==> src/rtl/slurm_mem_arbiter_pkg.sv <==
// slurm_mem_pkg: shared types and helpers for the slurm16 memory arbiter.
//   state_e      arbiter FSM states (IDLE -> ISSUE -> WAIT -> DONE)
//   ARB_FIXED    fixed priority, lowest master index wins
//   ARB_RR       round-robin starting after the last granted master
//   clog2()      index/counter width helper, never returns less than 1
package slurm_mem_pkg;

  typedef enum logic [1:0] {
    S_IDLE  = 2'd0,
    S_ISSUE = 2'd1,
    S_WAIT  = 2'd2,
    S_DONE  = 2'd3
  } state_e;

  localparam logic ARB_FIXED = 1'b0;
  localparam logic ARB_RR    = 1'b1;

  // Minimum of 1 so a single-master build still gets a legal 1-bit index.
  function automatic int clog2(input int v);
    int r;
    r = 1;
    while ((1 << r) < v) r++;
    return r;
  endfunction

endpackage

==> src/rtl/slurm_mem_arbiter_if.sv <==
// slurm_mem_arbiter_if: bundle of the master-side request bus and the
// memory-controller-side port of the arbiter.
//   M_RD/M_WR/M_ADDR/M_WDATA   per-master requests (packed, master i = slice i)
//   M_RDATA/M_ACK/M_ERR        completion back to the masters
//   memoryAddr/memoryOut/mem_RD/mem_WR   towards memory_controller
//   memBUSY/memoryIn           from memory_controller
// Modports:
//   slave  - the arbiter itself (serves the masters, drives the memory port)
//   master - the environment (bus masters plus memory controller)
interface slurm_mem_arbiter_if #(
  parameter int NUM_MASTERS  = 2,
  parameter int BITS         = 16,
  parameter int ADDRESS_BITS = 16
);
  logic [NUM_MASTERS-1:0]              M_RD;
  logic [NUM_MASTERS-1:0]              M_WR;
  logic [NUM_MASTERS*ADDRESS_BITS-1:0] M_ADDR;
  logic [NUM_MASTERS*BITS-1:0]         M_WDATA;
  logic [BITS-1:0]                     M_RDATA;
  logic [NUM_MASTERS-1:0]              M_ACK;
  logic [NUM_MASTERS-1:0]              M_ERR;
  logic [ADDRESS_BITS-1:0]             memoryAddr;
  logic [BITS-1:0]                     memoryOut;
  logic                                mem_RD;
  logic                                mem_WR;
  logic                                memBUSY;
  logic [BITS-1:0]                     memoryIn;

  modport slave (
    input  M_RD, M_WR, M_ADDR, M_WDATA, memBUSY, memoryIn,
    output M_RDATA, M_ACK, M_ERR, memoryAddr, memoryOut, mem_RD, mem_WR
  );

  modport master (
    output M_RD, M_WR, M_ADDR, M_WDATA, memBUSY, memoryIn,
    input  M_RDATA, M_ACK, M_ERR, memoryAddr, memoryOut, mem_RD, mem_WR
  );
endinterface

==> src/rtl/slurm_mem_arbiter_rr_picker.sv <==
// slurm_rr_picker: combinational grant selection.
//   req_i   request vector, one bit per master
//   ptr_i   last granted index (round-robin starts searching at ptr_i+1)
//   mode_i  ARB_FIXED (lowest index) or ARB_RR
//   gnt_o   selected master index (0 when nothing requested)
//   vld_o   at least one request present
module slurm_rr_picker
  import slurm_mem_pkg::*;
#(
  parameter  int NUM_MASTERS = 2,
  localparam int IW          = clog2(NUM_MASTERS)
) (
  input  logic [NUM_MASTERS-1:0] req_i,
  input  logic [IW-1:0]          ptr_i,
  input  logic                   mode_i,
  output logic [IW-1:0]          gnt_o,
  output logic                   vld_o
);

  // Both searches walk from the lowest-preference candidate upward so the
  // last assignment made is the winner.
  always_comb begin
    gnt_o = '0;
    vld_o = |req_i;
    if (mode_i == ARB_FIXED) begin
      for (int i = NUM_MASTERS - 1; i >= 0; i--)
        if (req_i[i]) gnt_o = IW'(i);
    end else begin
      for (int k = NUM_MASTERS; k >= 1; k--)
        if (req_i[(int'(ptr_i) + k) % NUM_MASTERS])
          gnt_o = IW'((int'(ptr_i) + k) % NUM_MASTERS);
    end
  end

endmodule

==> src/rtl/slurm_mem_arbiter.sv <==
// slurm_mem_arbiter: N-master arbiter in front of memory_controller.
//   CLK   clock
//   RST   asynchronous active-high reset
//   bus   slurm_mem_arbiter_if.slave (master requests + memory port)
// One transaction at a time: IDLE picks a master and latches its request,
// ISSUE pulses the read/write strobe, WAIT holds the address until the slave
// drops memBUSY or the watchdog expires, DONE pulses M_ACK (and M_ERR on
// timeout). Every output comes straight from a flop.
module slurm_mem_arbiter
  import slurm_mem_pkg::*;
#(
  parameter int NUM_MASTERS    = 2,
  parameter int BITS           = 16,
  parameter int ADDRESS_BITS   = 16,
  parameter int ARB_MODE       = 1,
  parameter int TIMEOUT_CYCLES = 255
) (
  input logic             CLK,
  input logic             RST,
  slurm_mem_arbiter_if.slave bus
);

  localparam int IW = clog2(NUM_MASTERS);
  // Watchdog only needs to count 0 .. TIMEOUT_CYCLES-1.
  localparam int WW = clog2(TIMEOUT_CYCLES);

  state_e                  state_q;
  logic [IW-1:0]           gnt_q, ptr_q, pick_idx;
  logic                    pick_vld;
  logic                    op_wr_q;
  logic [WW-1:0]           wd_q;
  logic [NUM_MASTERS-1:0]  req, gnt_oh_d;
  logic [NUM_MASTERS-1:0]  ack_q, err_q;
  logic [BITS-1:0]         rdata_q, wdata_q;
  logic [ADDRESS_BITS-1:0] addr_q;
  logic                    mem_rd_q, mem_wr_q;

  assign req      = bus.M_RD | bus.M_WR;
  assign gnt_oh_d = NUM_MASTERS'(1) << gnt_q;

  slurm_rr_picker #(.NUM_MASTERS(NUM_MASTERS)) u_picker (
    .req_i  (req),
    .ptr_i  (ptr_q),
    .mode_i (ARB_MODE != 0),
    .gnt_o  (pick_idx),
    .vld_o  (pick_vld)
  );

  always_ff @(posedge CLK or posedge RST) begin
    if (RST) begin
      state_q  <= S_IDLE;
      gnt_q    <= '0;
      ptr_q    <= IW'(NUM_MASTERS - 1);   // master 0 is first after reset
      op_wr_q  <= 1'b0;
      wd_q     <= '0;
      ack_q    <= '0;
      err_q    <= '0;
      rdata_q  <= '0;
      wdata_q  <= '0;
      addr_q   <= '0;
      mem_rd_q <= 1'b0;
      mem_wr_q <= 1'b0;
    end else begin
      case (state_q)
        S_IDLE: begin
          if (pick_vld) begin
            gnt_q    <= pick_idx;
            ptr_q    <= pick_idx;
            addr_q   <= bus.M_ADDR[pick_idx*ADDRESS_BITS +: ADDRESS_BITS];
            wdata_q  <= bus.M_WDATA[pick_idx*BITS +: BITS];
            // Write takes precedence if a master raises both.
            op_wr_q  <= bus.M_WR[pick_idx];
            mem_wr_q <= bus.M_WR[pick_idx];
            mem_rd_q <= ~bus.M_WR[pick_idx];
            state_q  <= S_ISSUE;
          end
        end
        S_ISSUE: begin
          mem_rd_q <= 1'b0;
          mem_wr_q <= 1'b0;
          state_q  <= S_WAIT;
        end
        S_WAIT: begin
          if (!bus.memBUSY) begin
            if (!op_wr_q) rdata_q <= bus.memoryIn;
            ack_q   <= gnt_oh_d;
            state_q <= S_DONE;
          end else if (wd_q == WW'(TIMEOUT_CYCLES - 1)) begin
            // This is the TIMEOUT_CYCLES-th busy cycle: give up.
            rdata_q <= '0;
            ack_q   <= gnt_oh_d;
            err_q   <= gnt_oh_d;
            wd_q    <= '0;
            state_q <= S_DONE;
          end else begin
            wd_q <= wd_q + 1'b1;
          end
        end
        S_DONE: begin
          ack_q   <= '0;
          err_q   <= '0;
          wd_q    <= '0;
          state_q <= S_IDLE;
        end
        default: state_q <= S_IDLE;
      endcase
    end
  end

  assign bus.M_RDATA    = rdata_q;
  assign bus.M_ACK      = ack_q;
  assign bus.M_ERR      = err_q;
  assign bus.memoryAddr = addr_q;
  assign bus.memoryOut  = wdata_q;
  assign bus.mem_RD     = mem_rd_q;
  assign bus.mem_WR     = mem_wr_q;

endmodule

==> src/flat_wrapper.sv <==
// flat-port wrapper written by rule: the top's interface ports become plain ports
module slurm_mem_arbiter_flat import slurm_mem_pkg::*;
#(
  parameter int NUM_MASTERS    = 2,
  parameter int BITS           = 16,
  parameter int ADDRESS_BITS   = 16,
  parameter int ARB_MODE       = 1,
  parameter int TIMEOUT_CYCLES = 255
)
  (CLK, RST, bus_M_RD, bus_M_WR, bus_M_ADDR, bus_M_WDATA, bus_memBUSY, bus_memoryIn, bus_M_RDATA, bus_M_ACK, bus_M_ERR, bus_memoryAddr, bus_memoryOut, bus_mem_RD, bus_mem_WR);
  slurm_mem_arbiter_if #(.NUM_MASTERS(NUM_MASTERS), .BITS(BITS), .ADDRESS_BITS(ADDRESS_BITS)) bus_i ();
  input logic CLK;
  input logic RST;
  input wire logic [$bits(bus_i.M_RD)-1:0] bus_M_RD;
  input wire logic [$bits(bus_i.M_WR)-1:0] bus_M_WR;
  input wire logic [$bits(bus_i.M_ADDR)-1:0] bus_M_ADDR;
  input wire logic [$bits(bus_i.M_WDATA)-1:0] bus_M_WDATA;
  input wire logic [$bits(bus_i.memBUSY)-1:0] bus_memBUSY;
  input wire logic [$bits(bus_i.memoryIn)-1:0] bus_memoryIn;
  output wire logic [$bits(bus_i.M_RDATA)-1:0] bus_M_RDATA;
  output wire logic [$bits(bus_i.M_ACK)-1:0] bus_M_ACK;
  output wire logic [$bits(bus_i.M_ERR)-1:0] bus_M_ERR;
  output wire logic [$bits(bus_i.memoryAddr)-1:0] bus_memoryAddr;
  output wire logic [$bits(bus_i.memoryOut)-1:0] bus_memoryOut;
  output wire logic [$bits(bus_i.mem_RD)-1:0] bus_mem_RD;
  output wire logic [$bits(bus_i.mem_WR)-1:0] bus_mem_WR;
  assign bus_i.M_RD = bus_M_RD;
  assign bus_i.M_WR = bus_M_WR;
  assign bus_i.M_ADDR = bus_M_ADDR;
  assign bus_i.M_WDATA = bus_M_WDATA;
  assign bus_i.memBUSY = bus_memBUSY;
  assign bus_i.memoryIn = bus_memoryIn;
  assign bus_M_RDATA = bus_i.M_RDATA;
  assign bus_M_ACK = bus_i.M_ACK;
  assign bus_M_ERR = bus_i.M_ERR;
  assign bus_memoryAddr = bus_i.memoryAddr;
  assign bus_memoryOut = bus_i.memoryOut;
  assign bus_mem_RD = bus_i.mem_RD;
  assign bus_mem_WR = bus_i.mem_WR;
  slurm_mem_arbiter #(.NUM_MASTERS(NUM_MASTERS), .BITS(BITS), .ADDRESS_BITS(ADDRESS_BITS), .ARB_MODE(ARB_MODE), .TIMEOUT_CYCLES(TIMEOUT_CYCLES)) u_core (.CLK(CLK), .RST(RST), .bus(bus_i));
endmodule
==> config.mk <==
export PLATFORM = sky130hd
export DESIGN_NAME = slurm_mem_arbiter_flat
export DESIGN_NICKNAME = d
export VERILOG_FILES = /design/src/rtl/slurm_mem_arbiter_pkg.sv /design/src/rtl/slurm_mem_arbiter_if.sv /design/src/rtl/slurm_mem_arbiter_rr_picker.sv /design/src/rtl/slurm_mem_arbiter.sv /design/src/flat_wrapper.sv
export SDC_FILE = /design/constraint.sdc
export NUM_CORES = 1
export LEC_CHECK = 0
export BUFFER_PORTS_ARGS = -buffer_cell sky130_fd_sc_hd__buf_4
export CORE_MARGIN = 2
export CORE_UTILIZATION = 48
export CTS_CLUSTER_DIAMETER = 120
export DETAILED_ROUTE_END_ITERATION = 8
export PLACE_DENSITY_LB_ADDON = 0.2
export SLEW_MARGIN = 10
export SYNTH_ARGS = -nofsm -noshare
export SYNTH_HDL_FRONTEND = slang
export SYNTH_SLANG_ARGS = --single-unit
==> constraint.sdc <==
create_clock -name CLK -period 2.2 [get_ports CLK]
set_clock_uncertainty 0.1 [all_clocks]
set_input_delay 0 -clock CLK [delete_from_list [all_inputs] [get_ports CLK]]
set_output_delay 0 -clock CLK [all_outputs]
set_load 0.005 [all_outputs]
==> key figures <==
Yosys
  – Top cells by count, synth: 66 x dfrtp_1, 47 x nand2_1, 34 x mux2i_1
  – Post-synth net total: 381
  – Count leader, synth: dfrtp_1
  – Area leader, netlist: dfrtp_1
  – Synth Instances: 287
  – Top cell type's share of synthesized area: 0.509
  – Ranking of synthesized cells by area: dfrtp_1 51%, mux2i_1 10%, nand2_1 5.4%
  – Synth unique cells: 44
  – Post-Syn Area: between 3000 and 4000 sq um
  – Count of flip-flops with a built-in enable after synthesis: 0
  – Sequential area share after synthesis: 0.517
  – Synth Flop Type: dfrtp_1
  – Post-synth ARST share: 1.00
  – Avg Synthesized Cell Area: ~11 sq um
  – Ys Warns: 0
  – Flop and latch count out of synthesis: 67

Place
  – DP Wirelength: a little under 6 mm
  – Routability cong.: around 0.83
  – Post-Place Cell Area: between 4000 and 5000 sq um
  – IO buf count: 140

Timing
  – Fmax: around 470 MHz
  – Final min period: ~2.1 ns
  – Unrepaired setup endpoints after global routing: false
  – Worst-Margin Slew: 0.555 ns
  – # setup viols final: 0
  – Final Hold Fails: 0
  – Fin Setup TNS: 0 ns
  – Hold_ws: 0.0547 ns
  – Period Utilization, post-route: 0.965
  – Slew Viols, Final: 0
  – Relative slew slack: 0.630

Critical path
  – Crit-path cells: o21ai_1, o21ai_4, mux2i_2, dlygate4sd3_1, o21ai_1
  – Worst path bufs/invs: 1
  – Setup crit end kind: flip-flop
  – CP startpoint kind: flip-flop
  – Crit Path Category: flip-flop to flip-flop
  – Most used cell, CP: o21ai_1
  – Critical Path Slowest Stage Cell: dlygate4sd3_1
  – Slowest stage delay, CP: 0.58 ns
  – CP required: around 2.3 ns
  – Top Family by Delay on Critical Path: buffers and inverters
  – Max FO, Critical Path: 7
  – Critical Path AT: 2.22 ns

GRT
  – Largest net degree at the start of global routing: 45
  – Vias in the first global route: between 3000 and 4000
  – Initial antenna violation count: 1
  – GRT Resource Usage Total: 0.301
  – First-pass GRT wire length: between 15 and 20 mm
  – Overflow after GRT: 0

Route
  – DR iter-0 viols: between 150 and 200
  – WL per Instance: between 15 and 20 microns
  – Avg Vias per Cell: approximately 5.4
  – Antenna-violating nets left: 0
  – Total number of vias: around 3300
  – DRC viols: 0
  – Pre-Repair DR Iteration Count: 4
  – Drt total wl: between 10 and 15 mm

Cells and area
  – Share of layout cells above drive strength 1: 0.363
  – Fin area: about 5400 sq um
  – Final Net Count: 611
  – Area growth, synth to finish: 66.9%
  – # fillers: between 300 and 400

Clock network
  – # H-tree levels: 3
  – CTS sink cnt: 67
  – Clk Latency, worst-skew pair: between 0.3 and 0.4 ns
  – Worst-path clk slew: around 0.080 ns
  – TritonCTS clock tree: done
  – Clk root buf: clkbuf_8
  – Num CTS Buffers: 9
  – CTS max path bufs: 2

Floorplanning
  – Die area: roughly 7400 sq um
  – IO Count: roughly 140
  – # rows: 29
  – Initial Util: 0.502
  – Die boundary height: ~86 microns
  – Core ar.: approximately 6500 sq um
  – Chip width: between 80 and 90 microns

Pwr
  – VDD IR max: just over 0.7 mV
  – LEAKAGE: between 0.002 and 0.003 uW
  – Pwr Density: between 1000 and 1500 nW/um^2

Run status
  – Status: completed

Run
  – Maxcap violations: 0

Min path
  – Worst Hold Class: primary input to flip-flop
[cell usage in the layout, fill, tap and decap left out, types with 6 or more instances in the layout]
master,count
a22o_1,11
o21ai_1,17
dlygate4sd3_1,85
mux2i_1,33
clkbuf_8,11
a22o_2,6
o21ai_0,22
buf_4,148
ha_1,7
nand2_1,47
dfrtp_1,66
nor2_1,10
[registers in the layout, summed over array words and instances (netlist names)]
register / cells
u_core.bus.M_RDATA: 16
u_core.bus.M_ACK: 2
u_core.bus.memoryAddr: 16
u_core.op_wr_q: 1
u_core.bus.mem_WR: 1
u_core.ptr_q: 1
u_core.gnt_q: 1
u_core.bus.M_ERR: 2
u_core.wd_q: 8
u_core.bus.memoryOut: 16
u_core.state_q: 2
u_core.bus.mem_RD: 1
[routing by layer]
metal	up-vias	track usage	wire, microns
met1	1590	0.328	4070
met4	0	0.162	455
met2	158	0.538	5940
met5	-	0	0
li1	1479	-	-
met3	36	0.0752	829
[tightest hold or removal path: stages]
cell	delay, ns
buf_4	0.14
o2bb2ai_1	0.16
nand2b_1	0.07
o21ai_0	0.07
[final timing paths]
kind,depth (start not counted),start,slack [ns],to
worst min register to register,2,u_core.bus.memoryAddr[7]$_DFFE_PP0P_,0.39,u_core.bus.memoryAddr[7]$_DFFE_PP0P_
worst max-delay path,5,u_core.ptr_q$_DFFE_PP1P_,0.08,u_core.bus.memoryOut[0]$_DFFE_PP0P_
max in group asynchronous,4,RST,1.12,u_core.ptr_q$_DFFE_PP1P_
worst min-delay path,4,bus_M_RD[1],0.05,u_core.bus.mem_RD$_DFFE_PP0P_
worst max register to register,5,u_core.ptr_q$_DFFE_PP1P_,0.08,u_core.bus.memoryOut[0]$_DFFE_PP0P_
min in group asynchronous,3,RST,0.20,u_core.bus.M_RDATA[5]$_DFFE_PP0P_
[power by group]
| part | internal, uW | switching (uW) |
|---|---|---|
| sequential | 1780 | 378 |
| combinational | 1480 | 1370 |
| clock | 578 | 476 |
| total | 3830 | 2220 |
[kinds of logic after synthesis]
| logic type | count (synthesis) | synth area share |
|---|---|---|
| AO/OA/AOI/OAI | 75 | 0.159 |
| XOR/XNOR | 5 | 0.0135 |
| adder cells (fa/ha/maj) | 7 | 0.0270 |
| buffers and inverters | 21 | 0.0536 |
| flip-flops | 67 | 0.517 |
| multiplexers | 35 | 0.108 |
| AND/OR/NAND/NOR | 77 | 0.121 |
[layout make-up]
cell class,count,area (sq um),area share
repair buffers,235,2000,0.370
flip-flops and latches,67,1680,0.310
multi-input cells,200,1420,0.262
clock buffers,11,151,0.0280
well taps,77,96.3,0.0178
clock inverters,4,50.0,0.00924
inverters,4,15.0,0.00277
diodes,1,2.50,0.000462
[through the flow]
step | setup WS (ns) | cells | power (uW) | utilization
after CTS | 0.100 | 595 | 5830 | 0.834
after global placement | 0.439 | 495 | 4520 | 0.671
after global routing | 0.0244 | 599 | 6430 | 0.838
after floorplan | 0.418 | 287 | 3570 | -
final | 0.0764 | 599 | 6060 | 0.838
after detailed placement | 0.367 | 495 | 4620 | 0.671
[repair_timing]
action                                  in CTS  in global routing
resized for setup                            0                  2
hold buffers                                85                  0
endpoints found under the setup margin       0                  9
hold endpoints to repair                    79                  0
setup buffers                                0                  2
Note: power is estimated with default switching activity, not from simulation.
